`src/rtl/add_accum_if.sv`:
```
// Bundle of the sample input and frame-total output handshakes of add_accum.
// dbg_state mirrors the accumulator FSM state (0 = ACCUM, 1 = DONE).
interface add_accum_if #(
  parameter int WIDTH_IN = 3,
  parameter int ACC_W    = 8,
  parameter int MAX_CNT  = 8
);
  localparam int CNT_W = $clog2(MAX_CNT + 1);

  logic                in_valid;
  logic                in_ready;
  logic [WIDTH_IN-1:0] sum;
  logic [WIDTH_IN-1:0] cout;
  logic [ACC_W-1:0]    acc;
  logic                acc_valid;
  logic                acc_ready;
  logic [CNT_W-1:0]    count;
  logic                overflow;
  logic                dbg_state;

  modport slave (
    input  in_valid, sum, cout, acc_ready,
    output in_ready, acc, acc_valid, count, overflow, dbg_state
  );

  modport master (
    output in_valid, sum, cout, acc_ready,
    input  in_ready, acc, acc_valid, count, overflow, dbg_state
  );
endinterface

```
`src/rtl/add_accum.sv`:
```
// Frame accumulator for the ripple-carry adder output: sums MAX_CNT samples, then
// offers the total. Define ACCUM_SAT_EN to saturate instead of wrap on overflow.
module add_accum #(
  parameter int WIDTH_IN = 3,
  parameter int ACC_W    = 8,
  parameter int MAX_CNT  = 8
) (
  input  logic        clk,
  input  logic        rst_n,
  input  logic        clear,
  add_accum_if.slave  bus
);
  localparam int CNT_W = $clog2(MAX_CNT + 1);

  // Handshakes: a transfer happens on a rising edge where valid && ready.
  // in_ready/acc_valid depend on state only, never on the partner's signals.
  typedef enum logic {ACCUM = 1'b0, DONE = 1'b1} state_e;

  state_e           state_q, state_d;
  logic [ACC_W-1:0] acc_q, acc_d;
  logic [CNT_W-1:0] count_q, count_d;
  logic             ovf_q, ovf_d;

  logic [ACC_W-1:0] sample_v;
  logic [ACC_W:0]   sum_ext;
  logic             accept;
  logic             unused_cout;

  assign unused_cout = ^bus.cout;

  always_comb begin
    sample_v               = '0;
    sample_v[WIDTH_IN:0]   = {bus.cout[WIDTH_IN-1], bus.sum};
    sum_ext                = {1'b0, acc_q} + {1'b0, sample_v};
    accept                 = bus.in_valid && (state_q == ACCUM);

    state_d = state_q;
    acc_d   = acc_q;
    count_d = count_q;
    ovf_d   = ovf_q;

    if (clear) begin
      state_d = ACCUM;
      acc_d   = '0;
      count_d = '0;
      ovf_d   = 1'b0;
    end else if (accept) begin
      ovf_d   = ovf_q | sum_ext[ACC_W];
      count_d = count_q + 1'b1;
`ifdef ACCUM_SAT_EN
      // Once pinned at all-ones, any nonzero sample carries again, so it stays pinned.
      acc_d   = sum_ext[ACC_W] ? '1 : sum_ext[ACC_W-1:0];
`else
      acc_d   = sum_ext[ACC_W-1:0];
`endif
      if (count_q == CNT_W'(MAX_CNT - 1)) state_d = DONE;
    end else if ((state_q == DONE) && bus.acc_ready) begin
      state_d = ACCUM;
      acc_d   = '0;
      count_d = '0;
      ovf_d   = 1'b0;
    end
  end

  always_ff @(posedge clk or negedge rst_n) begin
    if (!rst_n) begin
      state_q <= ACCUM;
      acc_q   <= '0;
      count_q <= '0;
      ovf_q   <= 1'b0;
    end else begin
      state_q <= state_d;
      acc_q   <= acc_d;
      count_q <= count_d;
      ovf_q   <= ovf_d;
    end
  end

  assign bus.in_ready  = (state_q == ACCUM);
  assign bus.acc_valid = (state_q == DONE);
  assign bus.acc       = acc_q;
  assign bus.count     = count_q;
  assign bus.overflow  = ovf_q;
  assign bus.dbg_state = state_q;
endmodule

```
`src/flat_wrapper.sv`:
```
// flat-port wrapper written by rule: the top's interface ports become plain ports
module add_accum_flat 
#(
  parameter int WIDTH_IN = 3,
  parameter int ACC_W    = 8,
  parameter int MAX_CNT  = 8
)
  (clk, rst_n, clear, bus_in_valid, bus_sum, bus_cout, bus_acc_ready, bus_in_ready, bus_acc, bus_acc_valid, bus_count, bus_overflow, bus_dbg_state);
  add_accum_if #(.WIDTH_IN(WIDTH_IN), .ACC_W(ACC_W), .MAX_CNT(MAX_CNT)) bus_i ();
  input  logic clk;
  input  logic rst_n;
  input  logic clear;
  input wire logic [$bits(bus_i.in_valid)-1:0] bus_in_valid;
  input wire logic [$bits(bus_i.sum)-1:0] bus_sum;
  input wire logic [$bits(bus_i.cout)-1:0] bus_cout;
  input wire logic [$bits(bus_i.acc_ready)-1:0] bus_acc_ready;
  output wire logic [$bits(bus_i.in_ready)-1:0] bus_in_ready;
  output wire logic [$bits(bus_i.acc)-1:0] bus_acc;
  output wire logic [$bits(bus_i.acc_valid)-1:0] bus_acc_valid;
  output wire logic [$bits(bus_i.count)-1:0] bus_count;
  output wire logic [$bits(bus_i.overflow)-1:0] bus_overflow;
  output wire logic [$bits(bus_i.dbg_state)-1:0] bus_dbg_state;
  assign bus_i.in_valid = bus_in_valid;
  assign bus_i.sum = bus_sum;
  assign bus_i.cout = bus_cout;
  assign bus_i.acc_ready = bus_acc_ready;
  assign bus_in_ready = bus_i.in_ready;
  assign bus_acc = bus_i.acc;
  assign bus_acc_valid = bus_i.acc_valid;
  assign bus_count = bus_i.count;
  assign bus_overflow = bus_i.overflow;
  assign bus_dbg_state = bus_i.dbg_state;
  add_accum #(.WIDTH_IN(WIDTH_IN), .ACC_W(ACC_W), .MAX_CNT(MAX_CNT)) u_core (.clk(clk), .rst_n(rst_n), .clear(clear), .bus(bus_i));
endmodule
```
`config.mk`:
```
export PLATFORM = sky130hd
export DESIGN_NAME = add_accum_flat
export DESIGN_NICKNAME = d
export VERILOG_FILES = /design/src/rtl/add_accum_if.sv /design/src/rtl/add_accum.sv /design/src/flat_wrapper.sv
export SDC_FILE = /design/constraint.sdc
export NUM_CORES = 1
export LEC_CHECK = 0
export BUFFER_PORTS_ARGS = -buffer_cell sky130_fd_sc_hd__buf_2
export CORE_MARGIN = 10
export CORE_UTILIZATION = 43
export DETAILED_ROUTE_END_ITERATION = 7
export PLACE_DENSITY = 0.82
export REMOVE_ABC_BUFFERS = 1
export SLEW_MARGIN = 20
export SYNTH_ARGS = -nofsm -noshare
export SYNTH_HDL_FRONTEND = slang
export SYNTH_SLANG_ARGS = --single-unit
export TNS_END_PERCENT = 5
```
`constraint.sdc`:
```
create_clock -name clk -period 2 [get_ports clk]
set_clock_uncertainty 0.2 [all_clocks]
set_input_delay 0.4 -clock clk [delete_from_list [all_inputs] [get_ports clk]]
set_output_delay 0.4 -clock clk [all_outputs]
set_load 0.02 [all_outputs]
```
==> results of run 1 <==
-- worst reg2reg max path: cells and delay by family, from the launching register on --
kind                       cells  cell delay, ps
AOI/OAI and AO/OA              2             180
buffers and inverters          1             140
DFF                            1             360
and+or+nand+nor                2             560
adders and majority gates      2             400
-- cells by family after synthesis --
| logic type | count (synthesis) | synth area share (%) |
|---|---|---|
| compound gates | 24 | 20.1 |
| simple gates | 29 | 17.9 |
| flops | 14 | 44.2 |
| fa+ha+maj | 6 | 10.4 |
| xor+xnor | 4 | 4.42 |
| buf+inv | 5 | 3.00 |
-- routing by layer --
metal | track usage, % | vias to the layer above | part of all wire, %
met5 | 0 | - | 0
met4 | 4.19 | 0 | 1.4
met2 | 16.8 | 21 | 47
met1 | 11.3 | 347 | 45
met3 | 3.94 | 4 | 6.9
li1 | - | 369 | -
-- metrics by stage --
| stage | setup slack, ps | setup TNS (ps) |
|---|---|---|
| after CTS | 36.0 | 0 |
| after floorplan | -108 | -540 |
| final | 98.9 | 0 |
| after global placement | -48.0 | -91.0 |
| after detailed placement | -47.7 | -85.7 |
| after global routing | 3.38 | 0 |
-- cell usage in the layout, fill, tap and decap left out, types with 2 or more instances in the layout --
cell type,netlist,routed
sky130_fd_sc_hd__nor2_1,4,4
sky130_fd_sc_hd__o211ai_1,2,2
sky130_fd_sc_hd__buf_2,1,24
sky130_fd_sc_hd__nand3_1,5,5
sky130_fd_sc_hd__xor2_1,2,2
sky130_fd_sc_hd__a21o_1,2,2
sky130_fd_sc_hd__dfrtp_1,14,14
sky130_fd_sc_hd__clkbuf_4,0,3
sky130_fd_sc_hd__buf_4,1,9
sky130_fd_sc_hd__ha_1,5,4
sky130_fd_sc_hd__inv_1,2,2
sky130_fd_sc_hd__o21ai_0,6,6
sky130_fd_sc_hd__or4_1,3,3
sky130_fd_sc_hd__a21oi_1,6,5
sky130_fd_sc_hd__a22o_1,3,3
sky130_fd_sc_hd__nand2_1,13,13
sky130_fd_sc_hd__xnor2_1,2,2
-- report_power, final --
group	internal, mW	total, mW	switching (mW)	leakage [nW]
Clock	0.0697	0.157	0.0872	0.0138
Sequential	0.297	0.311	0.0141	0.191
Combinational	0.0714	0.156	0.0850	0.328
-- cell type report --
| cell class | instances | share of cell area, % |
|---|---|---|
| Multi-Input combinational cell | 63 | 41.2 |
| Sequential cell | 14 | 33.8 |
| Tap cell | 25 | 3.02 |
| Timing Repair Buffer | 34 | 19.1 |
| Inverter | 2 | 0.725 |
| Clock buffer | 3 | 2.17 |
-- registers in the layout, indices dropped and copies added, names as in the netlist --
| register | count |
|---|---|
| u_core.bus.overflow | 1 |
| u_core.bus.acc | 8 |
| u_core.bus.acc_valid | 1 |
| u_core.bus.count | 4 |
-- final timing paths --
kind | to | slack [ps] | cells after the start
worst max-delay path | u_core.bus.acc[6] | 100 | 7
worst min-delay path | u_core.bus.acc_valid | 130 | 2
worst max register to register | u_core.bus.acc[6] | 100 | 7
worst min register to register | u_core.bus.overflow | 290 | 2
max in group asynchronous | u_core.bus.acc[7] | 990 | 2
min in group asynchronous | u_core.bus.count[0] | 360 | 2
-- what timing repair did --
| action | in CTS | in global routing |
|---|---|---|
| resized for setup | 0 | 3 |
| hold buffers | 1 | 0 |
| hold endpoints to repair | 14 | 0 |
| endpoints found under the setup margin | 0 | 3 |
==> reports/qor.json, run 1 <==
{
  "seq_area": {"value": 350, "unit": "um^2"},
  "drt-total-wl": {"value": 1.91, "unit": "mm"},
  "grt_pass1_vias": {"value": 766},
  "count_of_flip_flops_with_a_built_in_enable_after_synthesis": {"value": 0},
  "cpLargestDelayFamily": {"value": "simple AND/OR/NAND/NOR gates"},
  "grt_start_max_net_pins": {"value": 15},
  "achievable-frequency": {"value": 526, "unit": "MHz"},
  "critPathSlowestCell": {"value": "sky130_fd_sc_hd__or4_1"},
  "final_core_utilization": {"value": 59.4, "unit": "%"},
  "post-cts-setup-buffer-count": {"value": 0},
  "category_of_the_worst_setup_path_launch_point": {"value": "flop"},
  "power.leakage": {"value": 0.533, "unit": "nW"},
  "synth.yosys.warnings": {"value": 0},
  "die_area": {"value": 3960, "unit": "um^2"},
  "cellPowerDensity": {"value": 603, "unit": "nW/um^2"},
  "r2r_start": {"value": "u_core.bus.acc[0]"},
  "max-slew-margin-rel": {"value": 77.4, "unit": "%"},
  "antenna_cells": {"value": 0},
  "timing.critical_path.to_type": {"value": "flop"},
  "num_rows": {"value": 15},
  "fillCellCount": {"value": 163},
  "netlist.top_cell.by_area": {"value": "sky130_fd_sc_hd__dfrtp_1"},
  "startpoint": {"value": "u_core.bus.acc[0]"},
  "pin_count": {"value": 27},
  "irDropWorstVdd": {"value": 0.000406, "unit": "V"},
  "yosysTopAreaCellShare": {"value": 44.2, "unit": "%"},
  "tritoncts_num_sinks": {"value": 14},
  "mappedNetlistArea": {"value": 792, "unit": "um^2"},
  "avgRoutedWirePerCell": {"value": 13.5, "unit": "um"},
  "synth_cell_type_count": {"value": 27},
  "required": {"value": 2010, "unit": "ps"},
  "design_area_final": {"value": 1040, "unit": "um^2"},
  "multiInputGateArea": {"value": 427, "unit": "um^2"},
  "ant_nets": {"value": 0},
  "worstSkewPairLatency": {"value": 270, "unit": "ps"},
  "share_of_final_layout_standard_cells_stronger_than_drive_strength_1": {"value": 33.6, "unit": "%"},
  "initial_core_util": {"value": 45.4, "unit": "%"},
  "critPathKind": {"value": "reg -> reg"},
  "grt.overflow.total": {"value": 0},
  "tritoncts_clock_tree": {"value": "yes"},
  "post_synthesis_area_per_instance": {"value": 9.66, "unit": "um^2"},
  "areaGrowthSynthToFinish": {"value": 30.8, "unit": "%"},
  "grt_pass1_wl": {"value": 3.38, "unit": "mm"},
  "final.period_utilization": {"value": 95.1, "unit": "%"},
  "drt-initial-drc-count": {"value": 47},
  "class_of_the_worst_hold_path": {"value": "in -> reg"},
  "final_nets": {"value": 135},
  "cell_chain_of_the_critical_path": {"value": "ha_2 -> fa_2 -> a21o_1 -> a21oi_2 -> buf_4 -> or4_1 -> nand3b_1"},
  "initial_antenna_violation_count": {"value": 0},
  "gp_congestion": {"value": 0.743},
  "root_buffer": {"value": "sky130_fd_sc_hd__clkbuf_4"},
  "die_span_x": {"value": 62.9, "unit": "um"},
  "slew_viol_final": {"value": 0},
  "cp_data_arrival_time": {"value": 1910, "unit": "ps"},
  "synthMostInstantiatedCell": {"value": "sky130_fd_sc_hd__dfrtp_1"},
  "layout.cells.non_filler": {"value": 141},
  "remaining_drc_errors": {"value": 0},
  "clock_path_buffers": {"value": 2},
  "total_power": {"value": 0.624, "unit": "mW"},
  "detailedPlacementHpwl": {"value": 1.49, "unit": "mm"},
  "cts_made_buffers": {"value": 3},
  "ys_async_sr_fraction": {"value": 100, "unit": "%"},
  "synth_seq_area_share": {"value": 44.2, "unit": "%"},
  "grt.total_usage": {"value": 10.1, "unit": "%"},
  "vias": {"value": 741},
  "die-height": {"value": 62.9, "unit": "um"},
  "finalSetupViolCount": {"value": 0},
  "worst-path-buf-inv": {"value": 1},
  "place.port_buffers": {"value": 24},
  "rsz0062_at_grt": {"value": "no"},
  "holdWs": {"value": 132, "unit": "ps"},
  "hold_start": {"value": "clear"},
  "post_synth_inst_count": {"value": 82},
  "finalCriticalPeriod": {"value": 1900, "unit": "ps"},
  "place_inst": {"value": 137},
  "placed_cell_area": {"value": 995, "unit": "um^2"},
  "path_max_fanout": {"value": 5},
  "cpPeakStageDelay": {"value": 470, "unit": "ps"},
  "synth_top_cells_by_count": {"value": "sky130_fd_sc_hd__dfrtp_1, sky130_fd_sc_hd__nand2_1, sky130_fd_sc_hd__a21oi_1, sky130_fd_sc_hd__o21ai_0"},
  "vias_per_cell": {"value": 5.26},
  "clk_transition_reported_paths": {"value": 80, "unit": "ps"},
  "clock_tree.htree_level_count": {"value": 1},
  "synth-seq-cells": {"value": 14},
  "finalHoldViolations": {"value": 0},
  "synthTopCellsByArea": {"value": "sky130_fd_sc_hd__dfrtp_1, sky130_fd_sc_hd__ha_1, sky130_fd_sc_hd__nand2_1, sky130_fd_sc_hd__a21oi_1, sky130_fd_sc_hd__o21ai_0"},
  "postSynth.topFlopCell": {"value": "sky130_fd_sc_hd__dfrtp_1"},
  "firstDrtPassIters": {"value": 4},
  "number_of_violations_of_the_max_capacitance_limit": {"value": 0},
  "worst-slew-pin-transition": {"value": 339, "unit": "ps"},
  "run_status": {"value": "completed"},
  "core-area": {"value": 1750, "unit": "um^2"}
}
(Power assumes the default switching activity.)
==> run 2, diff against run 1 <==
--- a/config.mk
+++ b/config.mk
@@ -7,9 +7,10 @@
 export LEC_CHECK = 0
 export BUFFER_PORTS_ARGS = -buffer_cell sky130_fd_sc_hd__buf_2
 export CORE_MARGIN = 10
-export CORE_UTILIZATION = 43
+export CORE_UTILIZATION = 40
 export DETAILED_ROUTE_END_ITERATION = 7
-export PLACE_DENSITY = 0.82
+export GPL_TIMING_DRIVEN = 0
+export PLACE_DENSITY = 0.78
 export REMOVE_ABC_BUFFERS = 1
 export SLEW_MARGIN = 20
 export SYNTH_ARGS = -nofsm -noshare
==> run 2 against run 1 <==
Hold slack got worse by 13 ps. Critical path depth shrank 1. Final cell count decreased by 2.8%. Routed wire length rose by 6.3%. Global-route usage decreased by 0.43 points. Non-clock buffer count down 7. First-iteration DRC count down 64%. Utilization down 6.6 points. Clock power rose by 30%. Final area down 2.2%. Critical endpoint unchanged. Setup slack got worse by 28 ps.
==> reports/qor.json, run 2 (synthesis gave the netlist of run 1 again) <==
{
  "run_status": {"value": "completed"},
  "seqPwrFrac": {"value": 46.9, "unit": "%", "change": "-2.9 points"},
  "num_rows": {"value": 16, "change": "+1"},
  "pin_count": {"value": 27, "change": "unchanged"},
  "cts_made_buffers": {"value": 3, "change": "unchanged"},
  "power.leakage": {"value": 0.509, "unit": "nW", "change": "-4.6%"},
  "cpPeakStageDelay": {"value": 470, "unit": "ps", "change": "about the same"},
  "vias": {"value": 732, "change": "-1.2%"},
  "required": {"value": 2020, "unit": "ps", "change": "about the same"},
  "die_area": {"value": 4160, "unit": "um^2", "change": "+5.1%"},
  "totalNegativeSetupSlack": {"value": 0, "unit": "ps", "change": "unchanged"},
  "firstDrtPassIters": {"value": 4, "change": "unchanged"},
  "global_route.peak_usage_layer": {"value": "met2"},
  "class_of_the_worst_hold_path": {"value": "in -> reg"},
  "avgRoutedWirePerCell": {"value": 14.8, "unit": "um", "change": "+9.4%"},
  "hold_end": {"value": "u_core.bus.acc_valid"},
  "irDropWorstVdd": {"value": 0.000562, "unit": "V", "change": "+38%"},
  "place.port_buffers": {"value": 24, "change": "unchanged"},
  "grt.overflow.total": {"value": 0, "change": "unchanged"},
  "final_nets": {"value": 128, "change": "-5.2%"},
  "drt-initial-drc-count": {"value": 17, "change": "-64%"},
  "grt_use_met2": {"value": 16.6, "unit": "%", "change": "-0.13 points"},
  "share_of_final_layout_standard_cells_stronger_than_drive_strength_1": {"value": 31.8, "unit": "%", "change": "-1.8 points"},
  "number_of_violations_of_the_max_capacitance_limit": {"value": 0, "change": "unchanged"},
  "achievable-frequency": {"value": 518, "unit": "MHz", "change": "-1.5%"},
  "vias_per_cell": {"value": 5.34, "change": "+1.7%"},
  "path_max_fanout": {"value": 5, "change": "unchanged"},
  "core-area": {"value": 1920, "unit": "um^2", "change": "+10%"},
  "pwr-share-clk": {"value": 30.7, "unit": "%", "change": "+5.6 points"},
  "finalCriticalPeriod": {"value": 1930, "unit": "ps", "change": "+28.5 ps"},
  "grt_pass1_wl": {"value": 3.32, "unit": "mm", "change": "-1.9%"},
  "regToRegEndpoint": {"value": "u_core.bus.acc[6]"},
  "groute.layer.met1.usage": {"value": 10.3, "unit": "%", "change": "-1.0 points"},
  "grt_start_max_net_pins": {"value": 15, "change": "unchanged"},
  "worst_hold_path.num_cells": {"value": 2, "change": "unchanged"},
  "remaining_drc_errors": {"value": 0, "change": "unchanged"},
  "tritoncts_clock_tree": {"value": "yes"},
  "final_core_utilization": {"value": 52.7, "unit": "%", "change": "-6.6 points"},
  "multiInputGateArea": {"value": 440, "unit": "um^2", "change": "+3.2%"},
  "antenna_cells": {"value": 0, "change": "unchanged"},
  "detailedPlacementHpwl": {"value": 1.53, "unit": "mm", "change": "+2.3%"},
  "layout.cells.most_common": {"value": "sky130_fd_sc_hd__buf_2"},
  "finalSetupViolCount": {"value": 0, "change": "unchanged"},
  "r2r_start": {"value": "u_core.bus.acc[0]"},
  "worst-path-buf-inv": {"value": 0, "change": "-1"},
  "initial_core_util": {"value": 41.2, "unit": "%", "change": "-4.2 points"},
  "root_buffer": {"value": "sky130_fd_sc_hd__clkbuf_4"},
  "finalHoldViolations": {"value": 0, "change": "unchanged"},
  "p_int": {"value": 0.471, "unit": "mW", "change": "+7.5%"},
  "critPathKind": {"value": "reg -> reg"},
  "drt-total-wl": {"value": 2.03, "unit": "mm", "change": "+6.3%"},
  "die-height": {"value": 64.5, "unit": "um", "change": "+2.5%"},
  "final.period_utilization": {"value": 96.5, "unit": "%", "change": "+1.4 points"},
  "timing.reg2reg.worst_path_depth": {"value": 6, "change": "-1"},
  "clk_transition_reported_paths": {"value": 90, "unit": "ps", "change": "about the same"},
  "slew_viol_final": {"value": 0, "change": "unchanged"},
  "hold_start": {"value": "clear"},
  "die_span_x": {"value": 64.5, "unit": "um", "change": "+2.5%"},
  "holdWs": {"value": 119, "unit": "ps", "change": "-12.9 ps"},
  "worst-slew-pin-transition": {"value": 895, "unit": "ps", "change": "+557 ps"},
  "seq_area": {"value": 350, "unit": "um^2", "change": "unchanged"},
  "cpLargestDelayFamily": {"value": "simple AND/OR/NAND/NOR gates"},
  "layout_common_cells": {"value": "sky130_fd_sc_hd__buf_2, sky130_fd_sc_hd__dfrtp_1, sky130_fd_sc_hd__nand2_1"},
  "timing.critical_path.to_type": {"value": "flop"},
  "gp_congestion": {"value": 0.726, "change": "-2.2%"},
  "tritoncts_num_sinks": {"value": 14, "change": "unchanged"},
  "initial_antenna_violation_count": {"value": 0, "change": "unchanged"},
  "grt.total_usage": {"value": 9.71, "unit": "%", "change": "-0.43 points"},
  "cp_data_arrival_time": {"value": 1950, "unit": "ps", "change": "+40 ps"},
  "largest_reg_flops": {"value": 8, "change": "unchanged"},
  "category_of_the_worst_setup_path_launch_point": {"value": "flop"},
  "met3_usage": {"value": 4.81, "unit": "%", "change": "+0.87 points"},
  "netSwitchingFraction": {"value": 29.3, "unit": "%", "change": "-0.54 points"},
  "cellPowerDensity": {"value": 657, "unit": "nW/um^2", "change": "+9.1%"},
  "placed_cell_area": {"value": 930, "unit": "um^2", "change": "-6.5%"},
  "worstSkewPairLatency": {"value": 280, "unit": "ps", "change": "about the same"},
  "clock_tree.htree_level_count": {"value": 1, "change": "unchanged"},
  "areaGrowthSynthToFinish": {"value": 28.0, "unit": "%"},
  "critPathSlowestCell": {"value": "sky130_fd_sc_hd__or4_1"},
  "design_area_final": {"value": 1010, "unit": "um^2", "change": "-2.2%"},
  "max-slew-margin-rel": {"value": 40.2, "unit": "%", "change": "-37 points"},
  "regToRegSetupSlack": {"value": 70, "unit": "ps", "change": "-30 ps"},
  "grt_pass1_vias": {"value": 717, "change": "-6.4%"},
  "clock_path_buffers": {"value": 2, "change": "unchanged"},
  "fillCellCount": {"value": 182, "change": "+12%"},
  "cell_chain_of_the_critical_path": {"value": "ha_2 -> fa_2 -> a21o_1 -> a21oi_4 -> or4_1 -> nand3b_1"},
  "cp_num_cells": {"value": 6, "change": "-1"},
  "ant_nets": {"value": 0, "change": "unchanged"},
  "p_switching": {"value": 0.195, "unit": "mW", "change": "+4.8%"},
  "total_power": {"value": 0.666, "unit": "mW", "change": "+6.7%"},
  "pwr-share-comb": {"value": 22.4, "unit": "%", "change": "-2.6 points"}
}
run 2: cell count changes in the layout (fill, tap and decap cells not counted), sizes merged:
cell and change:
clkbuf +1, buf -7
run 2: worst reg2reg max path: stages, from the launching register on:
cell,delay [ps]
sky130_fd_sc_hd__dfrtp_1,400
sky130_fd_sc_hd__ha_2,230
sky130_fd_sc_hd__fa_2,230
sky130_fd_sc_hd__a21o_1,160
sky130_fd_sc_hd__a21oi_4,70
sky130_fd_sc_hd__or4_1,470
sky130_fd_sc_hd__nand3b_1,100
run 2: through the flow:
stage | instances | setup slack [ps]
after floorplan | 79 | -108
after global placement | 130 | -274
after detailed placement | 130 | -272
after CTS | 135 | 31.1
after global routing | 137 | -0.0697
final | 137 | 70.4
run 2: power by group through the flow:
stage	Clock [mW]	Sequential, mW	Combinational [mW]
after floorplan	0	0.333	0.0674
after global placement	0	0.317	0.129
after detailed placement	0	0.318	0.135
after CTS	0.215	0.313	0.146
after global routing	0.224	0.314	0.166
final	0.204	0.312	0.150
run 2: what timing repair did:
item / CTS / global route
resized for setup: 5 / 2
gates cloned: 0 / 0
pin swaps: 0 / 1
setup buffers: 0 / 2
hold endpoints to repair: 14 / 0
setup endpoints to repair: 3 / 6
hold buffers: 1 / 0
run 2: cell type report:
type / instances / area share [%]
Sequential cell: 14 / 34.6
Tap cell: 27 / 3.33
Multi-Input combinational cell: 63 / 43.5
Timing Repair Buffer: 27 / 14.3
Inverter: 2 / 0.741
Clock buffer: 4 / 3.58
run 2: routing by layer:
metal | share of wire (%) | vias up
met1 | 42 | 348
met3 | 9.1 | 2
li1 | - | 358
met2 | 49 | 24
met5 | 0 | -
met4 | 0.54 | 0
run 2: worst max-delay path by stage:
stage,slack (ps),end,startpoint
floorplan,-110,u_core.bus.acc[6],u_core.bus.acc_valid
finish,70,u_core.bus.acc[6],u_core.bus.acc[0]
CTS,30,u_core.bus.acc[6],u_core.bus.acc[0]
global route,-0.07,u_core.bus.acc[6],u_core.bus.acc[0]
detailed placement,-270,u_core.bus.acc[4],bus_sum[0]
global placement,-270,u_core.bus.acc[6],bus_acc_ready
==> run 3, diff against run 2 <==
--- a/config.mk
+++ b/config.mk
@@ -5,12 +5,13 @@
 export SDC_FILE = /design/constraint.sdc
 export NUM_CORES = 1
 export LEC_CHECK = 0
+export ABC_AREA = 1
 export BUFFER_PORTS_ARGS = -buffer_cell sky130_fd_sc_hd__buf_2
 export CORE_MARGIN = 10
 export CORE_UTILIZATION = 40
 export DETAILED_ROUTE_END_ITERATION = 7
 export GPL_TIMING_DRIVEN = 0
-export PLACE_DENSITY = 0.78
+export PLACE_DENSITY = 0.74
 export REMOVE_ABC_BUFFERS = 1
 export SLEW_MARGIN = 20
 export SYNTH_ARGS = -nofsm -noshare
==> constraint.sdc (replaced) <==
create_clock -name clk -period 1.9 [get_ports clk]
set_clock_uncertainty 0.2 [all_clocks]
set_input_delay 0.38 -clock clk [delete_from_list [all_inputs] [get_ports clk]]
set_output_delay 0.38 -clock clk [all_outputs]
set_load 0.02 [all_outputs]
==> run 3 against run 2 <==
Sequential cell count unchanged. Synthesized cell count is 20% higher. Register-to-register slack gained 90 ps. Clock power rose by 11%. Routed wire length shrank 1.8%. Hold slack gained 40 ps. Power rose by 3.7%. Final area is 0.37% higher. Die area grew 3.6%. Maximum frequency grew 11%. Largest power group unchanged.
==> reports/qor.json, run 3 <==
{
  "run_status": {"value": "completed"},
  "finalSetupViolCount": {"value": 0, "change": "unchanged"},
  "synth-seq-cells": {"value": 14, "change": "unchanged"},
  "clock_path_buffers": {"value": 2, "change": "unchanged"},
  "final_core_utilization": {"value": 51.8, "unit": "%", "change": "-0.88 points"},
  "placed_cell_area": {"value": 968, "unit": "um^2", "change": "+4.2%"},
  "postSynth.topFlopCell": {"value": "sky130_fd_sc_hd__dfrtp_1"},
  "die_area": {"value": 4310, "unit": "um^2", "change": "+3.6%"},
  "power.leakage": {"value": 0.533, "unit": "nW", "change": "+4.8%"},
  "critPathSlowestCell": {"value": "sky130_fd_sc_hd__dfrtp_1"},
  "irDropWorstVdd": {"value": 0.000414, "unit": "V", "change": "-26%"},
  "gp_congestion": {"value": 0.779, "change": "+7.3%"},
  "number_of_violations_of_the_max_capacitance_limit": {"value": 0, "change": "unchanged"},
  "synth_cell_type_count": {"value": 23, "change": "-15%"},
  "cpPeakStageDelay": {"value": 400, "unit": "ps", "change": "-70 ps"},
  "drt-total-wl": {"value": 1.99, "unit": "mm", "change": "-1.8%"},
  "timing.critical_path.to_type": {"value": "flop"},
  "layout.cells.non_filler": {"value": 152, "change": "+11%"},
  "tritoncts_num_sinks": {"value": 14, "change": "unchanged"},
  "finalWorstSetupSlack": {"value": 162, "unit": "ps", "change": "+91.8 ps"},
  "worst-slew-pin-transition": {"value": 329, "unit": "ps", "change": "-566 ps"},
  "holdWs": {"value": 159, "unit": "ps", "change": "+40.5 ps"},
  "grt_pass1_vias": {"value": 753, "change": "+5.0%"},
  "core-area": {"value": 1960, "unit": "um^2", "change": "+2.1%"},
  "largest_reg_flops": {"value": 8, "change": "unchanged"},
  "rsz0062_at_grt": {"value": "no"},
  "final_nets": {"value": 143, "change": "+12%"},
  "totalNegativeSetupSlack": {"value": 0, "unit": "ps", "change": "unchanged"},
  "slew_viol_final": {"value": 0, "change": "unchanged"},
  "layout.cells.most_common": {"value": "sky130_fd_sc_hd__nand2_1"},
  "achievable-frequency": {"value": 575, "unit": "MHz", "change": "+11%"},
  "cpLargestDelayFamily": {"value": "adder cells"},
  "vias": {"value": 759, "change": "+3.7%"},
  "synth_top_cells_by_count": {"value": "sky130_fd_sc_hd__nand2_1, sky130_fd_sc_hd__dfrtp_1, sky130_fd_sc_hd__inv_1"},
  "tritoncts_clock_tree": {"value": "yes"},
  "ys_async_sr_fraction": {"value": 100, "unit": "%", "change": "unchanged"},
  "cell_chain_of_the_critical_path": {"value": "ha_1 -> fa_2 -> nand3_1 -> nand2_1 -> nand2_2 -> nor2_2 -> nor2_1 -> a21oi_2"},
  "worst-path-buf-inv": {"value": 0, "change": "unchanged"},
  "synth.yosys.warnings": {"value": 0, "change": "unchanged"},
  "clock_tree.htree_level_count": {"value": 1, "change": "unchanged"},
  "firstDrtPassIters": {"value": 4, "change": "unchanged"},
  "grt.total_usage": {"value": 10.3, "unit": "%", "change": "+0.63 points"},
  "antenna_cells": {"value": 0, "change": "unchanged"},
  "synth_seq_area_share": {"value": 42.0, "unit": "%", "change": "-2.2 points"},
  "post_synthesis_area_per_instance": {"value": 8.50, "unit": "um^2", "change": "-12%"},
  "final.period_utilization": {"value": 91.5, "unit": "%", "change": "-5.0 points"},
  "path_max_fanout": {"value": 3, "change": "-2"},
  "grt.overflow.total": {"value": 0, "change": "unchanged"},
  "grt_pass1_wl": {"value": 3.45, "unit": "mm", "change": "+4.0%"},
  "category_of_the_worst_setup_path_launch_point": {"value": "flop"},
  "finalCriticalPeriod": {"value": 1740, "unit": "ps", "change": "-192 ps"},
  "count_of_flip_flops_with_a_built_in_enable_after_synthesis": {"value": 0, "change": "unchanged"},
  "max-slew-margin-rel": {"value": 78.1, "unit": "%", "change": "+38 points"},
  "cellPowerDensity": {"value": 679, "unit": "nW/um^2", "change": "+3.3%"},
  "yosysTopAreaCellShare": {"value": 42.0, "unit": "%", "change": "-2.2 points"},
  "grt_start_max_net_pins": {"value": 15, "change": "unchanged"},
  "drt-initial-drc-count": {"value": 24, "change": "+7"},
  "cp_data_arrival_time": {"value": 1730, "unit": "ps", "change": "-220 ps"},
  "initial_antenna_violation_count": {"value": 0, "change": "unchanged"},
  "areaGrowthSynthToFinish": {"value": 22.1, "unit": "%"},
  "root_buffer": {"value": "sky130_fd_sc_hd__clkbuf_4"},
  "place.port_buffers": {"value": 24, "change": "unchanged"},
  "detailedPlacementHpwl": {"value": 1.51, "unit": "mm", "change": "-1.1%"},
  "total_power": {"value": 0.691, "unit": "mW", "change": "+3.7%"},
  "class_of_the_worst_hold_path": {"value": "in -> reg"},
  "die-height": {"value": 65.6, "unit": "um", "change": "+1.8%"},
  "cts_made_buffers": {"value": 3, "change": "unchanged"},
  "num_rows": {"value": 16, "change": "unchanged"},
  "synthMostInstantiatedCell": {"value": "sky130_fd_sc_hd__nand2_1"},
  "layout_common_cells": {"value": "sky130_fd_sc_hd__nand2_1, sky130_fd_sc_hd__buf_2, sky130_fd_sc_hd__dfrtp_1"},
  "mappedNetlistArea": {"value": 833, "unit": "um^2", "change": "+5.2%"},
  "synthTopCellsByArea": {"value": "sky130_fd_sc_hd__dfrtp_1, sky130_fd_sc_hd__nand2_1, sky130_fd_sc_hd__ha_1, sky130_fd_sc_hd__nand2_2, sky130_fd_sc_hd__nand3_1"},
  "initial_core_util": {"value": 42.5, "unit": "%", "change": "+1.3 points"},
  "worstSkewPairLatency": {"value": 290, "unit": "ps", "change": "about the same"},
  "required": {"value": 1900, "unit": "ps", "change": "-120 ps"},
  "post_synth_inst_count": {"value": 98, "change": "+20%"},
  "ant_nets": {"value": 0, "change": "unchanged"},
  "critPathKind": {"value": "reg -> reg"},
  "die_span_x": {"value": 65.6, "unit": "um", "change": "+1.8%"},
  "vias_per_cell": {"value": 4.99, "change": "-6.5%"},
  "netlist.top_cell.by_area": {"value": "sky130_fd_sc_hd__dfrtp_1"},
  "finalHoldViolations": {"value": 0, "change": "unchanged"},
  "dp_slack": {"value": 47.3, "unit": "ps", "change": "+319 ps"},
  "share_of_final_layout_standard_cells_stronger_than_drive_strength_1": {"value": 34.4, "unit": "%", "change": "+2.6 points"},
  "place_inst": {"value": 147, "change": "+13%"},
  "remaining_drc_errors": {"value": 0, "change": "unchanged"},
  "design_area_final": {"value": 1020, "unit": "um^2", "change": "+0.37%"},
  "clk_transition_reported_paths": {"value": 100, "unit": "ps", "change": "about the same"},
  "pin_count": {"value": 27, "change": "unchanged"},
  "avgRoutedWirePerCell": {"value": 13.1, "unit": "um", "change": "-12%"}
}
==> run 3: metal layers <==
layer	vias up	global-route usage, %	share of wire [%]
li1	375	-	-
met1	354	10.6	42
met2	25	16.4	45
met3	5	5.25	10
met4	0	6.42	2.3
met5	-	0	0
==> run 3: worst min-delay path, stage by stage <==
cell                      delay [ps]
sky130_fd_sc_hd__buf_2            90
sky130_fd_sc_hd__a21oi_1          50
sky130_fd_sc_hd__nand2_1          50
sky130_fd_sc_hd__o21ai_1          50
==> run 3: power by group <==
group | switching, mW | total (mW) | internal, mW
clock network | 0.109 | 0.226 | 0.117
registers | 0.0174 | 0.330 | 0.312
logic | 0.0836 | 0.135 | 0.0513
==> run 3: worst paths after layout <==
| kind | from | endpoint | slack, ps | cells after the start |
|---|---|---|---|---|
| max | u_core.bus.acc[0] | u_core.bus.acc[6] | 160 | 8 |
| max in group asynchronous | rst_n | u_core.bus.acc[7] | 940 | 2 |
| min reg2reg | u_core.bus.overflow | u_core.bus.overflow | 290 | 2 |
| max reg2reg | u_core.bus.acc[0] | u_core.bus.acc[6] | 160 | 8 |
| min | clear | u_core.bus.overflow | 160 | 4 |
| min in group asynchronous | rst_n | u_core.bus.acc[6] | 300 | 2 |
==> run 3: cells by family after synthesis <==
kind of cell / count (synthesis) / share of synthesized area, %
flops: 14 / 42.0
fa+ha+maj: 6 / 9.91
buf+inv: 12 / 6.76
simple gates: 46 / 25.7
xor+xnor: 1 / 1.05
compound gates: 19 / 14.6
==> run 3: final cells by class <==
cell class                      count  area, um^2
Clock buffer                        4        36.3
Inverter                           10        37.5
Sequential cell                    14         350
Timing Repair Buffer               25         130
Tap cell                           27        33.8
Fill cell                         203         945
Multi-Input combinational cell     72         429
==> run 3: repair_timing <==
item / in CTS / in global routing
hold buffers: 1 / 0
buffers inserted: 0 / 0
hold endpoints to repair: 14 / 0
endpoints found under the setup margin: 0 / 1
resized for setup: 0 / 1
